File: src/rtl/mem_port_arbiter_if.sv
// Bus bundle between the IF/MEM requesters, the port arbiter and the single-ported memory.
// The slave modport is the arbiter's view; master is the requester-plus-memory side.
interface mem_port_arbiter_if #(
    parameter int DATA_W = 32
);
    logic              fetch_req_i;
    logic [DATA_W-1:0] fetch_addr_i;
    logic              fetch_ack_o;
    logic [DATA_W-1:0] fetch_rdata_o;

    logic              data_req_i;
    logic              data_we_i;
    logic [DATA_W-1:0] data_addr_i;
    logic [DATA_W-1:0] data_wdata_i;
    logic [3:0]        data_be_i;
    logic              data_ack_o;
    logic [DATA_W-1:0] data_rdata_o;

    logic              flush_i;

    logic              mem_req_o;
    logic              mem_we_o;
    logic [DATA_W-1:0] mem_addr_o;
    logic [DATA_W-1:0] mem_wdata_o;
    logic [3:0]        mem_be_o;
    logic              mem_ready_i;
    logic              mem_rvalid_i;
    logic [DATA_W-1:0] mem_rdata_i;

    logic              busy_o;

    modport slave (
        input  fetch_req_i, fetch_addr_i,
        output fetch_ack_o, fetch_rdata_o,
        input  data_req_i, data_we_i, data_addr_i, data_wdata_i, data_be_i,
        output data_ack_o, data_rdata_o,
        input  flush_i,
        output mem_req_o, mem_we_o, mem_addr_o, mem_wdata_o, mem_be_o,
        input  mem_ready_i, mem_rvalid_i, mem_rdata_i,
        output busy_o
    );

    modport master (
        output fetch_req_i, fetch_addr_i,
        input  fetch_ack_o, fetch_rdata_o,
        output data_req_i, data_we_i, data_addr_i, data_wdata_i, data_be_i,
        input  data_ack_o, data_rdata_o,
        output flush_i,
        input  mem_req_o, mem_we_o, mem_addr_o, mem_wdata_o, mem_be_o,
        output mem_ready_i, mem_rvalid_i, mem_rdata_i,
        input  busy_o
    );
endinterface

File: src/rtl/mem_port_arbiter.sv
// Shares one single-ported memory between instruction fetch and the MEM stage, one
// transaction at a time; data wins ties until fetch has been passed over STARVE_LIMIT times.
module mem_port_arbiter #(
    parameter int STARVE_LIMIT = 4,
    parameter int DATA_W       = 32
) (
    input  logic             clk_i,
    input  logic             rstn_i,
    mem_port_arbiter_if.slave bus
);
    localparam int CNT_W = $clog2(STARVE_LIMIT + 1);
    localparam logic [CNT_W-1:0] LIMIT = CNT_W'(STARVE_LIMIT);

    typedef enum logic [1:0] {IDLE, ISSUE, WAIT} state_e;

    state_e            state_q, state_d;
    logic              owner_q, owner_d;   // 1 = fetch owns the transaction
    logic              drop_q, drop_d;
    logic [CNT_W-1:0]  starve_q, starve_d;
    logic [DATA_W-1:0] addr_q, addr_d;
    logic              we_q, we_d;
    logic [DATA_W-1:0] wdata_q, wdata_d;
    logic [3:0]        be_q, be_d;

    logic fetch_elig;
    logic flush_fetch;

    always_comb begin
        state_d  = state_q;
        owner_d  = owner_q;
        drop_d   = drop_q;
        starve_d = starve_q;
        addr_d   = addr_q;
        we_d     = we_q;
        wdata_d  = wdata_q;
        be_d     = be_q;

        bus.fetch_ack_o   = 1'b0;
        bus.fetch_rdata_o = '0;
        bus.data_ack_o    = 1'b0;
        bus.data_rdata_o  = '0;
        bus.mem_req_o     = 1'b0;
        bus.mem_we_o      = 1'b0;
        bus.mem_addr_o    = '0;
        bus.mem_wdata_o   = '0;
        bus.mem_be_o      = 4'h0;
        bus.busy_o        = (state_q != IDLE);

        fetch_elig  = bus.fetch_req_i & ~bus.flush_i;
        flush_fetch = bus.flush_i & owner_q;

        case (state_q)
            IDLE: begin
                // Data wins unless fetch is eligible and has already been passed over LIMIT times
                if (bus.data_req_i && !(fetch_elig && starve_q == LIMIT)) begin
                    state_d  = ISSUE;
                    owner_d  = 1'b0;
                    addr_d   = bus.data_addr_i;
                    we_d     = bus.data_we_i;
                    wdata_d  = bus.data_wdata_i;
                    be_d     = bus.data_be_i;
                    if (!fetch_elig)
                        starve_d = '0;
                    else if (starve_q != LIMIT)
                        starve_d = starve_q + CNT_W'(1);
                end else if (fetch_elig) begin
                    state_d  = ISSUE;
                    owner_d  = 1'b1;
                    addr_d   = bus.fetch_addr_i;
                    we_d     = 1'b0;
                    wdata_d  = '0;
                    be_d     = 4'hF;
                    starve_d = '0;
                end
            end
            ISSUE: begin
                bus.mem_req_o   = 1'b1;
                bus.mem_we_o    = we_q;
                bus.mem_addr_o  = addr_q;
                bus.mem_wdata_o = wdata_q;
                bus.mem_be_o    = be_q;
                if (flush_fetch)
                    drop_d = 1'b1;
                if (bus.mem_ready_i)
                    state_d = WAIT;
            end
            WAIT: begin
                if (flush_fetch)
                    drop_d = 1'b1;
                if (bus.mem_rvalid_i) begin
                    state_d = IDLE;
                    drop_d  = 1'b0;
                    // A flush arriving with the response itself also kills the fetch ack
                    if (owner_q) begin
                        bus.fetch_ack_o = ~(drop_q | bus.flush_i);
                        if (bus.fetch_ack_o)
                            bus.fetch_rdata_o = bus.mem_rdata_i;
                    end else begin
                        bus.data_ack_o   = 1'b1;
                        bus.data_rdata_o = bus.mem_rdata_i;
                    end
                end
            end
            default: state_d = IDLE;
        endcase
    end

    always_ff @(posedge clk_i) begin
        if (!rstn_i) begin
            state_q  <= IDLE;
            owner_q  <= 1'b0;
            drop_q   <= 1'b0;
            starve_q <= '0;
            addr_q   <= '0;
            we_q     <= 1'b0;
            wdata_q  <= '0;
            be_q     <= 4'h0;
        end else begin
            state_q  <= state_d;
            owner_q  <= owner_d;
            drop_q   <= drop_d;
            starve_q <= starve_d;
            addr_q   <= addr_d;
            we_q     <= we_d;
            wdata_q  <= wdata_d;
            be_q     <= be_d;
        end
    end
endmodule
File: src/flat_wrapper.sv
// flat-port wrapper written by rule: the top's interface ports become plain ports
module mem_port_arbiter_flat 
#(
    parameter int STARVE_LIMIT = 4,
    parameter int DATA_W       = 32
)
  (clk_i, rstn_i, bus_fetch_req_i, bus_fetch_addr_i, bus_fetch_ack_o, bus_fetch_rdata_o, bus_data_req_i, bus_data_we_i, bus_data_addr_i, bus_data_wdata_i, bus_data_be_i, bus_data_ack_o, bus_data_rdata_o, bus_flush_i, bus_mem_req_o, bus_mem_we_o, bus_mem_addr_o, bus_mem_wdata_o, bus_mem_be_o, bus_mem_ready_i, bus_mem_rvalid_i, bus_mem_rdata_i, bus_busy_o);
  mem_port_arbiter_if #(.DATA_W(DATA_W)) bus_i ();
  input  logic clk_i;
  input  logic rstn_i;
  input wire logic [$bits(bus_i.fetch_req_i)-1:0] bus_fetch_req_i;
  input wire logic [$bits(bus_i.fetch_addr_i)-1:0] bus_fetch_addr_i;
  output wire logic [$bits(bus_i.fetch_ack_o)-1:0] bus_fetch_ack_o;
  output wire logic [$bits(bus_i.fetch_rdata_o)-1:0] bus_fetch_rdata_o;
  input wire logic [$bits(bus_i.data_req_i)-1:0] bus_data_req_i;
  input wire logic [$bits(bus_i.data_we_i)-1:0] bus_data_we_i;
  input wire logic [$bits(bus_i.data_addr_i)-1:0] bus_data_addr_i;
  input wire logic [$bits(bus_i.data_wdata_i)-1:0] bus_data_wdata_i;
  input wire logic [$bits(bus_i.data_be_i)-1:0] bus_data_be_i;
  output wire logic [$bits(bus_i.data_ack_o)-1:0] bus_data_ack_o;
  output wire logic [$bits(bus_i.data_rdata_o)-1:0] bus_data_rdata_o;
  input wire logic [$bits(bus_i.flush_i)-1:0] bus_flush_i;
  output wire logic [$bits(bus_i.mem_req_o)-1:0] bus_mem_req_o;
  output wire logic [$bits(bus_i.mem_we_o)-1:0] bus_mem_we_o;
  output wire logic [$bits(bus_i.mem_addr_o)-1:0] bus_mem_addr_o;
  output wire logic [$bits(bus_i.mem_wdata_o)-1:0] bus_mem_wdata_o;
  output wire logic [$bits(bus_i.mem_be_o)-1:0] bus_mem_be_o;
  input wire logic [$bits(bus_i.mem_ready_i)-1:0] bus_mem_ready_i;
  input wire logic [$bits(bus_i.mem_rvalid_i)-1:0] bus_mem_rvalid_i;
  input wire logic [$bits(bus_i.mem_rdata_i)-1:0] bus_mem_rdata_i;
  output wire logic [$bits(bus_i.busy_o)-1:0] bus_busy_o;
  assign bus_i.fetch_req_i = bus_fetch_req_i;
  assign bus_i.fetch_addr_i = bus_fetch_addr_i;
  assign bus_fetch_ack_o = bus_i.fetch_ack_o;
  assign bus_fetch_rdata_o = bus_i.fetch_rdata_o;
  assign bus_i.data_req_i = bus_data_req_i;
  assign bus_i.data_we_i = bus_data_we_i;
  assign bus_i.data_addr_i = bus_data_addr_i;
  assign bus_i.data_wdata_i = bus_data_wdata_i;
  assign bus_i.data_be_i = bus_data_be_i;
  assign bus_data_ack_o = bus_i.data_ack_o;
  assign bus_data_rdata_o = bus_i.data_rdata_o;
  assign bus_i.flush_i = bus_flush_i;
  assign bus_mem_req_o = bus_i.mem_req_o;
  assign bus_mem_we_o = bus_i.mem_we_o;
  assign bus_mem_addr_o = bus_i.mem_addr_o;
  assign bus_mem_wdata_o = bus_i.mem_wdata_o;
  assign bus_mem_be_o = bus_i.mem_be_o;
  assign bus_i.mem_ready_i = bus_mem_ready_i;
  assign bus_i.mem_rvalid_i = bus_mem_rvalid_i;
  assign bus_i.mem_rdata_i = bus_mem_rdata_i;
  assign bus_busy_o = bus_i.busy_o;
  mem_port_arbiter #(.STARVE_LIMIT(STARVE_LIMIT), .DATA_W(DATA_W)) u_core (.clk_i(clk_i), .rstn_i(rstn_i), .bus(bus_i));
endmodule
File: config.mk
export PLATFORM = sky130hd
export DESIGN_NAME = mem_port_arbiter_flat
export DESIGN_NICKNAME = d
export VERILOG_FILES = /design/src/rtl/mem_port_arbiter_if.sv /design/src/rtl/mem_port_arbiter.sv /design/src/flat_wrapper.sv
export SDC_FILE = /design/constraint.sdc
export NUM_CORES = 1
export LEC_CHECK = 0
export BUFFER_PORTS_ARGS = -buffer_cell sky130_fd_sc_hd__buf_2
export CELL_PAD_IN_SITES_DETAIL_PLACEMENT = 0
export CELL_PAD_IN_SITES_GLOBAL_PLACEMENT = 1
export CORE_MARGIN = 2
export CORE_UTILIZATION = 25
export CTS_BUF_LIST = sky130_fd_sc_hd__clkbuf_4 sky130_fd_sc_hd__clkbuf_8
export DETAILED_ROUTE_END_ITERATION = 16
export HOLD_SLACK_MARGIN = 0.12
export PLACE_DENSITY = 0.82
export SLEW_MARGIN = 15
export SYNTH_ARGS = -nofsm -noshare
export SYNTH_HDL_FRONTEND = slang
export SYNTH_SLANG_ARGS = --single-unit
File: constraint.sdc
create_clock -name clk_i -period 5.1 [get_ports clk_i]
set_clock_uncertainty 0.1 [all_clocks]
set_input_delay 1.02 -clock clk_i [delete_from_list [all_inputs] [get_ports clk_i]]
set_output_delay 1.02 -clock clk_i [all_outputs]
set_load 0.03 [all_outputs]
# ---- Word level (Yosys, flattened, before mapping)
# Cells that the tools add are included.
dict set report totals {
  out_inout_bits 137
  input_bits 140
  ff_bits 76
}
dict set report classes {
  eq_ne 8
  n_bitwise 5
  n_mux 40
  n_addsub 1
  n_reduce_logical 10
}
# cell count
set ops {}
lappend ops {{32-bit 2-to-1 mux} 13}
lappend ops {{1-bit 2-to-1 mux} 14}
lappend ops {{3-bit 2-to-1 mux} 4}
lappend ops {{4-bit 2-to-1 mux} 3}
lappend ops {{2-bit 2-to-1 mux} 4}
lappend ops {{3-bit != test (second input constant)} 2}
lappend ops {{2-bit one-hot mux with 3 select lines} 1}
lappend ops {{3-bit AND reduction} 2}
lappend ops {{2-bit nonzero test} 3}
lappend ops {{2-bit != test (second input constant)} 2}
lappend ops {{3-bit by 1-bit adder with 3-bit output (second input constant)} 1}
lappend ops {{3-bit equality test (second input constant)} 1}
lappend ops {{3-bit by 1-bit != test with 1-bit output (second input constant)} 1}
lappend ops {{1-bit AND} 2}
lappend ops {{2-bit by 1-bit equality test with 1-bit output (second input constant)} 1}
lappend ops {{2-bit equality test (second input constant)} 1}
lappend ops {{1-bit logical AND} 2}
lappend ops {{2-bit logical NOT} 1}
lappend ops {{1-bit NOT} 2}
lappend ops {{1-bit one-hot mux with 2 select lines} 1}
lappend ops {{2-bit AND reduction} 1}
lappend ops {{1-bit logical NOT} 1}
lappend ops {{1-bit OR} 1}

# ---- Logic depth before layout (Yosys ltp)
dict set report logic_depth {
  word_depth 7
  mapped_depth 9
}

# ---- Worst setup path before layout
# No wires, ideal clock.
dict set report synth_path {
  kind {input-to-output}
  from {input bus_mem_rvalid_i}
  to {output bus_fetch_rdata_o[22]}
  arrival_time_ns 2.243
  cell_stages 4
  slack_ns 1.737
  required_ns 3.980
  n_path_buf 1
  cell_sequence {nand2_1 nor4b_2 clkbuf_1 and2_1}
}
dict set report synth_between {
  elab_chain_len 2
}
# item line_no
set synth_rtl {}
lappend synth_rtl {{from (decl)} flat_wrapper.sv:29} ;# input wire logic [$bits(bus_i.mem_rvalid_i)-1:0] bus_mem_rvalid_i;
lappend synth_rtl {{32-bit 2-to-1 mux} mem_port_arbiter.sv:90} ;# if (bus.mem_rvalid_i) begin
lappend synth_rtl {{32-bit 2-to-1 mux} mem_port_arbiter.sv:52} ;# case (state_q)
lappend synth_rtl {{to (decl)} flat_wrapper.sv:14} ;# output wire logic [$bits(bus_i.fetch_rdata_o)-1:0] bus_fetch_rdata_o;
# Every way passes these cells.

# ---- Final worst setup path
dict set report layout_path {
  from {input bus_mem_rvalid_i}
  to {output bus_fetch_rdata_o[16]}
}
# Same word-level chain as after synthesis.

==> run metrics <==
total track usage=13.9%; die area=between 15000 and 20000 sq um; crit-path max FO=26; placed wire-length estimate=8.88 mm; Filler cells=1642; DP Worst Slack=1.43 ns; Resize count post-CTS=0; NumNets Final=835; post-CTS setup buffer count=0; async set-or-reset flop fraction in the synthesized netlist=0%; Hold Violations, Final=0; Post-synth EDFFs=0; max frequency=303 MHz; CTS Buf Count=9; Final GP Congestion=around 0.76; crit start category=input pin; r2r startpoint=u_core.state_q[1]; DRT Wirelength=12.4 mm; worst skew pair latency=roughly 0.36 ns; Yosys cell types=27; Sw Share=39.3%; dominant cell type by area after synthesis=dfxtp_1; Synth area leaders=dfxtp_1 38%, and2_1 21%, a22o_1 14%; hold depth=1; Yosys top cell area share=38.4%; CTS tree=yes; Critical path origin=bus_mem_rvalid_i; hold-fix buffers at CTS=0; count of pins over their slew limit=0; clk sinks=between 70 and 80; r2r worst-path depth=6; Area growth, synth to finish=44.4%; Port-buffer cells=276; DR pass1 iterations=4; max_cap viols=0; IO Count=277; DRC Markers=0; initial antenna violation count=1; layout cells sized above 1=44.7%; Most used DFF post-synth=dfxtp_1; Antenna Diode Count=0; syn_area_per_cell=9.13 sq um; Worst R2R End=u_core.addr_q[15]; Mapped Cells=between 400 and 500; Worst-Margin Slew=0.797 ns; Final Setup Violations=0; P_int=0.00133 W; Max VDD drop=0.121 mV; Tmin final=about 3.3 ns; Cell Area, Synth=~4000 sq um; Cell Count, Final, Fillers Out=909; Die Y=130 um; worst hold start=u_core.addr_q[9]; initial core utilization=25.2%; most common library cells after synthesis=134 x and2_1, 76 x dfxtp_1, 64 x a22o_1; Hold Path Class=flip-flop to flip-flop; largest net degree at the start of global routing=58; vias in the first global route=3596; count leader, synth=and2_1; sw power=0.000858 W; FP Rows=46; cell leakage power=2.99 nW; YS warnings=0; via count=between 4000 and 5000; clock group share of total power=24.3%; Setup TNS=0 ns; status=complete, no violations; H-tree Lvls=3; placed insts=892; Clock Tree Buf Depth=2; worst endpoint required time=3.98 ns; pwr dens=382 nW/um^2; Min Hold Slack=0.373 ns; WP data arrival=2.18 ns; Worst-path clk slew=0.07 ns; #FFs+latches synth=76; post-synth net total=slightly below 600; Final ANT Viol Nets=0; Slew Limit Headroom=between 40% and 50%; crit share post-route=64.7%; critical setup path kind=input pin to primary output; initial drt markers=roughly 200; CTS Root Cell=clkbuf_8; RSZ-0062 raised after global routing=no; mean routed wirelength per cell=13.6 um; CP Capture Type=primary output; core box area=15700 sq um; Hold Path End=u_core.addr_q[9]; vias per cell=approximately 4.4; reg2reg setup slack=roughly 2.7 ns; power share of the sequential group=34.9%; first-pass GRT wire length=between 15 and 20 mm; post-route setup slack=approximately 1.8 ns; die width=between 100 and 150 um; Seq/Total Area, Yosys=38.4%; total global routing overflow=0; Comb power frac=just over 40%
## power groups by stage
stage / logic, W / clock network, W / registers (W)
6_report: 0.000892 / 0.000531 / 0.000762
2_1_floorplan: 0.000663 / 0 / 0.000758
3_3_place_gp: 0.000905 / 0 / 0.000772
3_5_place_dp: 0.000903 / 0 / 0.000773
5_1_grt: 0.000981 / 0.000576 / 0.000777
4_1_cts: 0.000907 / 0.000553 / 0.000762
## sequential cells by signal (all words and copies together) (netlist names)
name,flops
u_core.be_q,4
u_core.owner_q,1
u_core.we_q,1
u_core.drop_q,1
u_core.starve_q,3
u_core.state_q,2
u_core.addr_q,32
u_core.wdata_q,32
## metal layers
metal / vias to the layer above / wire length, um / track usage [%]
li1: 2018 / - / -
met5: - / 13 / 0
met3: 26 / 931 / 3.53
met1: 1800 / 5500 / 17.8
met2: 170 / 5610 / 21.8
met4: 2 / 302 / 6.58
## cell families after synthesis
logic type	after synthesis	share of synthesized area, %
AND/OR/NAND/NOR	192	30.0
AO/OA/AOI/OAI	112	23.7
flip-flops	76	38.4
buffers and inverters	47	5.75
adder cells (fa/ha/maj)	7	2.21
## worst max-delay path, cell delays in order
cell and delay [ns]:
buf_2 0.09, nand2_1 0.08, nor4b_4 0.39, buf_6 0.24, and2_1 0.15, buf_2 0.19
## area by class of cell
cell class / count / area (sq um) / area share [%]
multi-input cells: 311 / 2230 / 39.0
flip-flops and latches: 76 / 1520 / 26.6
repair buffers: 284 / 1450 / 25.3
well taps: 216 / 270 / 4.72
clock buffers: 11 / 145 / 2.54
clock inverters: 5 / 83.8 / 1.47
inverters: 6 / 22.5 / 0.394
## metrics by stage
stage	power (W)	cell area (sq um)	utilization [%]
detailed placement	0.00168	5480	34.9
global placement	0.00168	5480	34.9
global route	0.00233	5720	36.4
floorplan	0.00142	3960	-
CTS	0.00222	5710	36.3
finish	0.00218	5720	36.4
## worst max-delay path by stage
stage | endpoint | cells after the start | slack [ns]
6_report | bus_fetch_rdata_o[16] | 6 | 1.80
5_1_grt | bus_mem_wdata_o[17] | 5 | 1.59
4_1_cts | bus_fetch_rdata_o[15] | 5 | 1.43
3_5_place_dp | bus_fetch_rdata_o[13] | 5 | 1.43
3_3_place_gp | bus_fetch_rdata_o[26] | 5 | 1.51
2_1_floorplan | bus_fetch_rdata_o[22] | 4 | 1.74
## placed cells by master (no fill, tap or decap)
cell,instances
a22o_1,64
a31oi_1,1
o21ai_2,1
inv_6,1
nor2b_1,36
buf_6,1
nand4b_1,1
a32oi_1,2
clkinvlp_4,2
nand2b_1,3
nor3b_4,1
dfxtp_1,76
nand3_1,5
clkbuf_4,1
inv_1,6
nand2_1,6
buf_2,276
buf_4,7
ha_2,1
o21ai_0,2
nor4b_4,1
a21boi_1,2
o22ai_1,1
clkbuf_8,10
a22oi_1,33
and3_2,1
o221a_2,5
bufinv_16,2
o211a_1,1
ha_1,6
nor2_1,4
and2_1,134
No activity file was read; power rests on OpenSTA's default activity.
